[src/rtl/mod_dec_add_round_key.sv]
// Purpose : AES-256 decryption AddRoundKey stage; fetches the round key from romKey and XORs it into the state.
// Latency : KEY_LAT+2 cycles from input acceptance to out_valid; one block in flight, minimum interval KEY_LAT+3.
// Backpres: out_valid/o/out_round/out_last hold until out_ready; in_ready only while idle.
//
// Ports:
//   clk, resetn          - clock; synchronous reset, active high (asserted = 1)
//   in_valid/in_ready    - input handshake; in_first marks the first round of a new decryption
//   p                    - input state bytes
//   key_rd/key_addr/k    - romKey read strobe, round index, key returned KEY_LAT cycles later
//   o/out_valid/out_ready- output state and handshake
//   out_round/out_last   - round index applied to o; out_last when that index is 0

module mod_dec_add_round_key #(
    parameter int NR      = 14,
    parameter int KEY_LAT = 1
) (
    input  logic             clk,
    input  logic             resetn,
    input  logic             in_valid,
    output logic             in_ready,
    input  logic             in_first,
    input  logic [15:0][7:0] p,
    output logic             key_rd,
    output logic [3:0]       key_addr,
    input  logic [127:0]     k,
    output logic [15:0][7:0] o,
    output logic             out_valid,
    input  logic             out_ready,
    output logic [3:0]       out_round,
    output logic             out_last
);

    typedef enum logic [1:0] {IDLE, FETCH, WAIT, HOLD} state_t;

    localparam logic [3:0] NR_L      = 4'(NR);
    localparam logic [2:0] WAIT_LAST = 3'(KEY_LAT - 1);

    state_t           state;
    state_t           state_nxt;
    logic [3:0]       rnd_cnt;
    logic [2:0]       wait_cnt;
    logic [15:0][7:0] p_reg;
    logic [15:0][7:0] o_reg;
    logic [3:0]       rnd_reg;
    logic             accept;
    logic             load_o;
    logic             xfer;

    always_comb begin
        state_nxt = state;
        accept    = 1'b0;
        load_o    = 1'b0;
        xfer      = 1'b0;
        case (state)
            IDLE: begin
                if (in_valid) begin
                    accept    = 1'b1;
                    state_nxt = FETCH;
                end
            end
            FETCH: state_nxt = WAIT;
            WAIT: begin
                // k is only meaningful on the last WAIT cycle, KEY_LAT cycles after key_rd
                if (wait_cnt == WAIT_LAST) begin
                    load_o    = 1'b1;
                    state_nxt = HOLD;
                end
            end
            HOLD: begin
                if (out_ready) begin
                    xfer      = 1'b1;
                    state_nxt = IDLE;
                end
            end
            default: state_nxt = IDLE;
        endcase
    end

    // Reset masks every output combinationally for the cycle it is asserted.
    always_comb begin
        in_ready  = (state == IDLE) && !resetn;
        key_rd    = (state == FETCH) && !resetn;
        key_addr  = resetn ? 4'd0 : rnd_cnt;
        out_valid = (state == HOLD) && !resetn;
        o         = resetn ? '0 : o_reg;
        out_round = resetn ? NR_L : rnd_reg;
        out_last  = !resetn && (rnd_reg == 4'd0);
    end

    always_ff @(posedge clk) begin
        if (resetn) begin
            state    <= IDLE;
            rnd_cnt  <= NR_L;
            wait_cnt <= 3'd0;
            p_reg    <= '0;
            o_reg    <= '0;
            rnd_reg  <= NR_L;
        end else begin
            state <= state_nxt;
            if (accept) begin
                p_reg <= p;
                // a new decryption restarts at the last round key, even mid-sequence
                if (in_first) begin
                    rnd_cnt <= NR_L;
                end
            end
            if (state == FETCH) begin
                wait_cnt <= 3'd0;
            end else if (state == WAIT) begin
                wait_cnt <= wait_cnt + 3'd1;
            end
            if (load_o) begin
                o_reg   <= p_reg ^ k;
                rnd_reg <= rnd_cnt;
            end
            if (xfer) begin
                // round 0 finishes the decryption; wrap back to NR rather than underflow
                rnd_cnt <= (rnd_cnt == 4'd0) ? NR_L : rnd_cnt - 4'd1;
            end
        end
    end

endmodule
[config.mk]
export PLATFORM = sky130hd
export DESIGN_NAME = mod_dec_add_round_key
export DESIGN_NICKNAME = d
export VERILOG_FILES = /design/src/rtl/mod_dec_add_round_key.sv
export SDC_FILE = /design/constraint.sdc
export NUM_CORES = 1
export LEC_CHECK = 0
export ABC_AREA = 1
export CORE_MARGIN = 1.5
export CORE_UTILIZATION = 30
export CTS_CLUSTER_SIZE = 8
export DETAILED_ROUTE_END_ITERATION = 12
export PLACE_DENSITY = 0.68
export SLEW_MARGIN = 5
export SYNTH_ARGS = -nofsm -noshare
export SYNTH_HDL_FRONTEND = slang
export SYNTH_SLANG_ARGS = --single-unit
[constraint.sdc]
create_clock -name clk -period 1.4 [get_ports clk]
set_input_delay 0.14 -clock clk [delete_from_list [all_inputs] [get_ports clk]]
set_output_delay 0.14 -clock clk [all_outputs]
set_load 0.01 [all_outputs]
==> flow_summary.ini <==
[detailed_routing]
vias_per_cell = 4.65
wl_met3_mm = 3.38
num_vias = 11813
drt_iter0_markers = 381
drt-total-wl_mm = 47.8
met1_length_mm = 19.1
dr.pass1.iters = 7
ant_nets = 0
highest_layer = met5
drcViolationCount = 0
wl_met2_mm = 23.3
routedWlPerCell_microns = 18.8

[power]
power.total_mw = 36.9
power_density_nw_per_um2 = 1800
p_leak_nw = 8.37
ir_worst_vdd_uv = 1010

[floorplanning]
ioPinCount = 401
die_area_sq_um = 38900
num_rows = 70
start_util_pct = 30.7
die_h_microns = 197
dieWidth_microns = 197
core_sq_um = 36900

[placed_design]
dp_hpwl_mm = 25.3
port_buffers = 400
pre_cts_ws_ns = -0.314
gp_congestion = 0.785

[grt]
grt_pass1_wl_mm = 67.0
grt_max_degree = 60
grt-ovfl-total = 0
antenna_found_initial = 7
grt_usage_pct = 22.6
grt_pass1_vias = 11982

[sta]
slew_violations = 0
rsz0062_at_grt = yes
clock_skew_ns = 0.0117
fin_setup_tns_ns = -27.52
setup_viol = 255
period_needed_ns = 1.58
worst_pin_slew_ns = 0.496
fmax_ghz = 0.632
fin_crit_sh_pct = 113
worst_slack_ns = -0.181
maxSlewHeadroom_pct = 66.9
hold_viol_final = 0

[yosys]
synth_cell_type_count = 27
synth-async-reset-ratio_pct = 0
syn-num-nets = 1790
syn_area_per_cell_sq_um = 7.45
synth.cell_area_sq_um = 11300
synth_top_area_cell = dfxtp_1
synth_edf_count = 0
seq_area_frac_synth_pct = 47.5
yosysWarnings = 0
synth_ff_type = dfxtp_1
synth_top_area_share_pct = 47.5
ys_ff_latch = 269
synth_most_common_cell = nor2_1
syn_inst = 1521
yosys-top-cells-area = dfxtp_1 (48%), nor2_1 (13%), o21ai_0 (8.5%)
synthTopCellsByCount = nor2_1 (401), dfxtp_1 (269), o21ai_0 (192)

[run_status]
outcome = complete, but fails checks
violations = negative setup slack

[layout]
layout.nets = 2302
fillers = 3247
seqCellArea_sq_um = 5410
area_delta_synth_final_pct = 81.2
multi_input_area_sq_um = 6610
drive_gt1_share_pct = 36.7

[setup_path]
crit_type = reg -> reg
start_kind = register
critPathMaxFanout = 7
r2r_slack_ns = -0.18
crit_arrival_ns = 2.02
cp-end-kind = register
cp_data_required_time_ns = 1.84

[clock_network]
cts.clk_slew.worst_paths_ns = 0.05
holdBufCountCts = 0
clock_latency_ns = 0.52
h-tree-depth = 2
clockRootBuffer = clkbuf_16
clockBufferDepth = 3
cts_buffers = 39
cts.sinks = 269
cts_tree = built

[run]
cap_violations = 0

[min_path]
hold_path.class = in -> reg
[layer usage]
metal	track usage [%]	up-vias
li1	-	5716
met2	39.3	402
met3	6.10	118
met1	26.1	5569
met5	0	-
met4	9.67	8
[repair_timing]
| item | 4_1_cts | 5_1_grt |
|---|---|---|
| endpoints found under the setup margin | 398 | 379 |
| gates cloned | 37 | 15 |
| pin swaps | 41 | 36 |
| resized for setup | 850 | 422 |
| setup buffers | 40 | 5 |
[kinds of logic (layout without fill, tap and decap cells)]
logic type	count (synthesis)	after routing	share of synthesized area, %
adder cells (fa/ha/maj)	8	8	0.884
XOR/XNOR	128	128	9.90
flip-flops	269	269	47.5
buffers and inverters	243	757	8.75
other	0	3	0
AO/OA/AOI/OAI	267	267	12.5
AND/OR/NAND/NOR	606	606	20.4
[worst paths after layout]
kind	from	endpoint	depth (start not counted)
max	state[0]	o_reg[27]	10
min	resetn	rnd_cnt[2]	4
max reg2reg	state[0]	o_reg[27]	10
min reg2reg	o_reg[87]	o_reg[87]	2
[critical path: stages, from the launching register on]
cell and delay [ns]:
dfxtp_4 0.36, inv_4 0.07, buf_6 0.10, ha_4 0.14
nand3_4 0.12, inv_6 0.12, buf_12 0.10, buf_12 0.11
buf_12 0.14, nand2_2 0.08, a21oi_2 0.15
[stage by stage]
stage                     util (%)  area (sq um)  std cells  hold slack, ns
after floorplan                  -         11400       1521           0.289
after global placement        44.5         16400       2410           0.447
final                         55.7         20500       2542          0.0845
after CTS                     53.8         19800       2528          0.0643
after detailed placement      44.5         16400       2410           0.452
after global routing          55.7         20500       2541          0.0949
[power by group]
part	switching, mW	internal, mW	total [mW]	leakage, nW
sequential	1.47	9.81	11.3	2.21
combinational	8.52	8.65	17.2	5.65
clock	3.26	5.16	8.42	0.514
total	13.2	23.6	36.9	8.37
[layout by cell type, fill, tap and decap left out, drive strengths merged]
| cell type | instances |
|---|---|
| a211oi | 1 |
| a21oi | 35 |
| buf | 238 |
| bufbuf | 1 |
| clkbuf | 92 |
| clkdlybuf4s15 | 12 |
| clkdlybuf4s50 | 259 |
| dfxtp | 269 |
| diode | 3 |
| ha | 8 |
| inv | 155 |
| nand2 | 191 |
| nand3 | 9 |
| nor2 | 401 |
| nor3 | 1 |
| nor4 | 1 |
| o211ai | 2 |
| o21ai | 229 |
| or2 | 3 |
| xnor2 | 97 |
| xor2 | 31 |
[layout make-up]
cell class | count | area share, %
Multi-Input combinational cell | 1009 | 32.2
Timing Repair Buffer | 559 | 30.1
Sequential cell | 269 | 26.3
Clock buffer | 43 | 5.08
Tap cell | 504 | 3.07
Inverter | 153 | 2.95
Timing Repair inverter | 2 | 0.195
Antenna cell | 3 | 0.0366
(Power assumes the default switching activity.)
